==> config.mk <==
export PLATFORM = sky130hd
export DESIGN_NAME = time_bcd_decoder
export DESIGN_NICKNAME = d
export VERILOG_FILES = /design/src/rtl/time_bcd_decoder.sv
export SDC_FILE = /design/constraint.sdc
export NUM_CORES = 1
export LEC_CHECK = 0
export CORE_MARGIN = 4
export CORE_UTILIZATION = 45
export DETAILED_ROUTE_END_ITERATION = 10
export DONT_BUFFER_PORTS = 1
export PLACE_DENSITY = 0.7
export SLEW_MARGIN = 15
export SYNTH_ARGS = -nofsm -noshare
export SYNTH_HDL_FRONTEND = slang
export SYNTH_SLANG_ARGS = --single-unit
export TNS_END_PERCENT = 100
==> constraint.sdc <==
create_clock -name clk -period 1.76 [get_ports clk]
set_input_delay 0.352 -clock clk [delete_from_list [all_inputs] [get_ports clk]]
set_output_delay 0.352 -clock clk [all_outputs]
set_load 0.05 [all_outputs]
==> src/rtl/time_bcd_decoder.sv <==
// Binary time (hh:mm:ss) to packed-BCD decoder with range check, clamp/blank and 12h mapping.
// Each field is converted by sequential double dabble, one bit per cycle, all three in parallel.
module time_bcd_decoder #(
  parameter int W      = 8,
  parameter int SAT_EN = 1
) (
  input  logic         clk,
  input  logic         reset_n,
  input  logic         in_valid,
  output logic         in_ready,
  input  logic         mode_12h,
  input  logic [W-1:0] hours_in,
  input  logic [W-1:0] minutes_in,
  input  logic [W-1:0] seconds_in,
  output logic         out_valid,
  input  logic         out_ready,
  output logic [7:0]   hours_out,
  output logic [7:0]   minutes_out,
  output logic [7:0]   seconds_out,
  output logic         PM_LED,
  output logic         err
);

  localparam logic [1:0]   IDLE  = 2'd0;
  localparam logic [1:0]   CONV  = 2'd1;
  localparam logic [1:0]   DONE  = 2'd2;
  localparam logic [W-1:0] HMAX  = W'(23);
  localparam logic [W-1:0] MSMAX = W'(59);
  localparam logic [W-1:0] NOON  = W'(12);
  localparam logic [3:0]   LAST  = 4'(W - 1);
  localparam bit           BLANK = (SAT_EN == 0);

  logic [1:0]   state;
  logic [3:0]   bit_cnt;
  logic [W-1:0] h_bin, m_bin, s_bin;
  logic [7:0]   h_bcd, m_bcd, s_bcd;
  logic [7:0]   h_next, m_next, s_next;
  logic [2:0]   oor_q;
  logic         pm_q;
  logic         h_oor, m_oor, s_oor;
  logic [W-1:0] h_clamp, m_clamp, s_clamp, h_disp;

  // One double-dabble step: correct each digit >= 5, then shift the next binary bit in.
  function automatic logic [7:0] dd_step(input logic [7:0] bcd, input logic msb);
    logic [7:0] adj;
    adj = bcd;
    if (adj[3:0] >= 4'd5) adj[3:0] = adj[3:0] + 4'd3;
    if (adj[7:4] >= 4'd5) adj[7:4] = adj[7:4] + 4'd3;
    return {adj[6:0], msb};
  endfunction

  // The hour is always clamped so PM and the 12h mapping stay meaningful even when blanking.
  always_comb begin
    h_oor   = hours_in > HMAX;
    m_oor   = minutes_in > MSMAX;
    s_oor   = seconds_in > MSMAX;
    h_clamp = h_oor ? HMAX : hours_in;
    m_clamp = m_oor ? MSMAX : minutes_in;
    s_clamp = s_oor ? MSMAX : seconds_in;
    h_disp  = h_clamp;
    if (mode_12h) begin
      if (h_clamp == '0)
        h_disp = NOON;
      else if (h_clamp > NOON)
        h_disp = h_clamp - NOON;
    end
  end

  assign h_next    = dd_step(h_bcd, h_bin[W-1]);
  assign m_next    = dd_step(m_bcd, m_bin[W-1]);
  assign s_next    = dd_step(s_bcd, s_bin[W-1]);
  assign in_ready  = (state == IDLE);
  assign out_valid = (state == DONE);

  // The final shift lands on the CONV->DONE edge, so the outputs take the step result directly.
  always_ff @(posedge clk or negedge reset_n) begin
    if (!reset_n) begin
      state       <= IDLE;
      bit_cnt     <= '0;
      h_bin       <= '0;
      m_bin       <= '0;
      s_bin       <= '0;
      h_bcd       <= '0;
      m_bcd       <= '0;
      s_bcd       <= '0;
      oor_q       <= '0;
      pm_q        <= 1'b0;
      hours_out   <= '0;
      minutes_out <= '0;
      seconds_out <= '0;
      PM_LED      <= 1'b0;
      err         <= 1'b0;
    end else begin
      case (state)
        IDLE: begin
          if (in_valid) begin
            state   <= CONV;
            bit_cnt <= '0;
            h_bin   <= h_disp;
            m_bin   <= m_clamp;
            s_bin   <= s_clamp;
            h_bcd   <= '0;
            m_bcd   <= '0;
            s_bcd   <= '0;
            oor_q   <= {h_oor, m_oor, s_oor};
            pm_q    <= mode_12h && (h_clamp >= NOON);
          end
        end
        CONV: begin
          h_bcd   <= h_next;
          m_bcd   <= m_next;
          s_bcd   <= s_next;
          h_bin   <= h_bin << 1;
          m_bin   <= m_bin << 1;
          s_bin   <= s_bin << 1;
          bit_cnt <= bit_cnt + 4'd1;
          if (bit_cnt == LAST) begin
            state       <= DONE;
            bit_cnt     <= '0;
            hours_out   <= (BLANK && oor_q[2]) ? 8'hFF : h_next;
            minutes_out <= (BLANK && oor_q[1]) ? 8'hFF : m_next;
            seconds_out <= (BLANK && oor_q[0]) ? 8'hFF : s_next;
            PM_LED      <= pm_q;
            err         <= |oor_q;
          end
        end
        DONE: begin
          if (out_ready) state <= IDLE;
        end
        default: state <= IDLE;
      endcase
    end
  end

endmodule

==> run metrics <==
Detail Route met2 WL between 4 and 5 mm; Post-Syn Area a little over 0.004 mm2; Max Fclk between 0.5 and 0.6 GHz; fraction of layout instances using a drive strength above 1 0.160; clock buffers created by TritonCTS 9; core area 0.00881 mm2; worst slack at placement -0.121 ns; antenna violations before repair 0; power consumption 8.76 mW; type of the worst min-delay path primary input to async pin; required time of the critical path ~1.4 ns; HPWL reported at the end of detailed placement around 6 mm; die footprint 0.0108 mm2; placement-stage cell area around 0.0043 mm2; critical path type flop to primary output; number of flops mapped to enable cells by yosys 0; Area contributors post-synth sky130_fd_sc_hd__dfrtp_1 51%, sky130_fd_sc_hd__o21ai_0 7.5%, sky130_fd_sc_hd__nand2_1 6.1%; Worst path top cell family by delay flip-flops; worst hold slack -0.312 ns; H-tree Lvls 3; signal arrival time at the worst endpoint 1.36 ns; power density over the cells a little under 2000 mW/mm2; # Max-Cap Violations 0; violated checks hold timing; routed wl met3 464 um; Total Wirelength 8.73 mm; cell-by-cell listing of the critical path buf_4 -> nor2_2 -> buf_6; clock tree root driver cell sky130_fd_sc_hd__clkbuf_8; most common cell after layout, fill and taps aside sky130_fd_sc_hd__dfrtp_1; Cell variety after synth 47; Final Hold Violating Endpoints 84; relative slew slack 0.661; I/O pin total 57; synthesis-to-finish area growth 10.4%; clk_lat worst skew 0.35 ns; TritonCTS clock tree done; via density per instance between 5 and 6; leakage power of the design 1.93 nW; number of input and output port buffers inserted 0; ANT nets after route 0; WP buf/inv 2; DR vias 3119; final design utilization 0.517; critical path startpoint category flop; mean post-synth cell area 9.40 um2; fraction of synthesis flops using an asynchronous set or reset pin 1.00; clock transition at the registers of the reported paths ~0.090 ns; count of final max-slew check failures 0; dominant cell type by area after synthesis sky130_fd_sc_hd__dfrtp_1; slowest cell delay on critical path 0.49 ns; maximum fanout along the worst path 9; row count 34; cell with the biggest individual delay on the critical path sky130_fd_sc_hd__dfrtp_2; Seq/Total Area, Yosys 0.509; top cell type's share of synthesized area 0.509; total inserted antenna cells 0; count of mapped cells out of synthesis 439; final weighted congestion in routability-driven placement 0.845; slew of the pin with the lowest slew margin 0.508 ns; design area between 0.004 and 0.005 mm2; aggregate global-route resource usage 0.167; total number of yosys warnings 0; met1 wire length 4.03 mm; DRC marker count from the first detailed-route iteration roughly 140; number of nets in the layout 489; Remaining DRCs 0; maximum count of clock buffers along a single path 2; flops & latches, synth 84; most frequent cells in the layout 82 x sky130_fd_sc_hd__dfrtp_1, 67 x sky130_fd_sc_hd__nand2_1, 62 x sky130_fd_sc_hd__o21ai_0; Crit. End Element primary output; routed length per instance between 15 and 20 um; die outline height around 100 um; final clock period utilization by the worst path 0.970; Die X 104 um; Fin Clk Skew 0.00859 ns; global-route congestion overflow total 0; top routing layer used met4; status finished, violations left; pin count of the biggest net entering global routing 85; time the worst path needs with I/O delays and setup 1.71 ns; wire length of the first global-routing pass 15.0 mm; number of global-route vias before repair 3147; setup slack, reg-to-reg between 0.1 and 0.15 ns; worst supply voltage drop on vdd just under 0.8 mV; first-pass detailed-route iteration total 5; clk sinks 84; final setup vio count 0; Initial Util 0.469; prevailing post-synth register cell sky130_fd_sc_hd__dfrtp_1; syn nets around 480; post-layout worst setup margin about 0.053 ns
==> timing repair <==
action | in CTS | in global routing
hold endpoints to repair | 84 | 84
endpoints found under the setup margin | 2 | 7
resized for setup | 3 | 5
setup buffers | 0 | 3
==> area by class of cell <==
type | count | area, um2
fill | 827 | 4250
sequential | 84 | 2100
multi-input combinational | 318 | 1900
timing repair buffer | 19 | 184
tap | 108 | 135
clock buffer | 9 | 124
inverter | 14 | 56.3
clock inverter | 7 | 53.8
==> sequential cells by signal (all words and copies together), names as in the netlist <==
register,cells
PM_LED,1
bit_cnt,4
err,1
h_bcd,8
h_bin,8
hours_out,8
m_bcd,8
m_bin,8
minutes_out,8
oor_q,3
pm_q,1
s_bcd,8
s_bin,8
seconds_out,8
state,2
==> worst register-to-register path: cells and delay by family, from the launching register on <==
family          cells  cell delay, ns
flops               1            0.40
mux                 1            0.38
compound gates      2            0.34
fa+ha+maj           1            0.23
buf+inv             1            0.12
simple gates        1            0.10
==> metal layers <==
layer  vias to the layer above  track usage
li1                       1554            -
met3                         6       0.0504
met4                         0       0.0399
met1                      1482        0.218
met5                         -            0
met2                        77        0.273
==> through the flow <==
step           setup TNS [ns]  cells
4_1_cts                     0    556
6_report                    0    559
5_1_grt               -0.0353    559
3_5_place_dp           -0.470    540
2_1_floorplan         -0.0513    439
3_3_place_gp           -0.144    540
==> power breakdown <==
part	internal, mW	leakage [nW]	switching, mW
clock	0.516	0.0814	0.711
combinational	1.44	0.803	1.71
sequential	2.79	1.05	1.60
==> cell families (layout without fill, tap and decap cells) <==
group	after synthesis	after routing	share of synthesized area
xor+xnor	6	6	0.0127
simple gates	168	168	0.195
compound gates	124	124	0.186
fa+ha+maj	14	14	0.0424
buf+inv	37	49	0.0382
flops	84	84	0.509
mux	6	6	0.0164
==> synthesized netlist by cell type (2+ instances only) <==
cell type / n
sky130_fd_sc_hd__a21boi_0: 2
sky130_fd_sc_hd__a21oi_1: 19
sky130_fd_sc_hd__a21oi_2: 2
sky130_fd_sc_hd__a221o_1: 3
sky130_fd_sc_hd__a22oi_1: 4
sky130_fd_sc_hd__a31oi_1: 9
sky130_fd_sc_hd__buf_2: 12
sky130_fd_sc_hd__clkbuf_1: 9
sky130_fd_sc_hd__dfrtp_1: 84
sky130_fd_sc_hd__ha_1: 14
sky130_fd_sc_hd__inv_1: 14
sky130_fd_sc_hd__mux2_2: 6
sky130_fd_sc_hd__nand2_1: 67
sky130_fd_sc_hd__nand2b_1: 16
sky130_fd_sc_hd__nand3_1: 17
sky130_fd_sc_hd__nand4_1: 3
sky130_fd_sc_hd__nor2_1: 33
sky130_fd_sc_hd__nor2b_1: 2
sky130_fd_sc_hd__nor3_1: 10
sky130_fd_sc_hd__nor3b_1: 3
sky130_fd_sc_hd__o211ai_1: 2
sky130_fd_sc_hd__o21ai_0: 62
sky130_fd_sc_hd__o21ai_1: 2
sky130_fd_sc_hd__o221a_2: 6
sky130_fd_sc_hd__o31ai_1: 5
sky130_fd_sc_hd__or3_1: 2
sky130_fd_sc_hd__or3b_2: 6
sky130_fd_sc_hd__xnor2_1: 6
==> final timing paths <==
| kind | startpoint | to | depth (start not counted) |
|---|---|---|---|
| max in group asynchronous | reset_n | state[0]$_DFFE_PN0P_ | 0 |
| max reg2reg | h_bcd[0]$_DFFE_PN0P_ | hours_out[2]$_DFFE_PN0P_ | 6 |
| max | state[1]$_DFFE_PN0P_ | in_ready | 3 |
| min reg2reg | pm_q$_DFFE_PN0P_ | PM_LED$_DFFE_PN0P_ | 2 |
| min | reset_n | m_bcd[7]$_DFFE_PN0P_ | 0 |
| min in group clk | out_ready | state[1]$_DFFE_PN0P_ | 1 |
No activity file was read; power rests on OpenSTA's default activity.
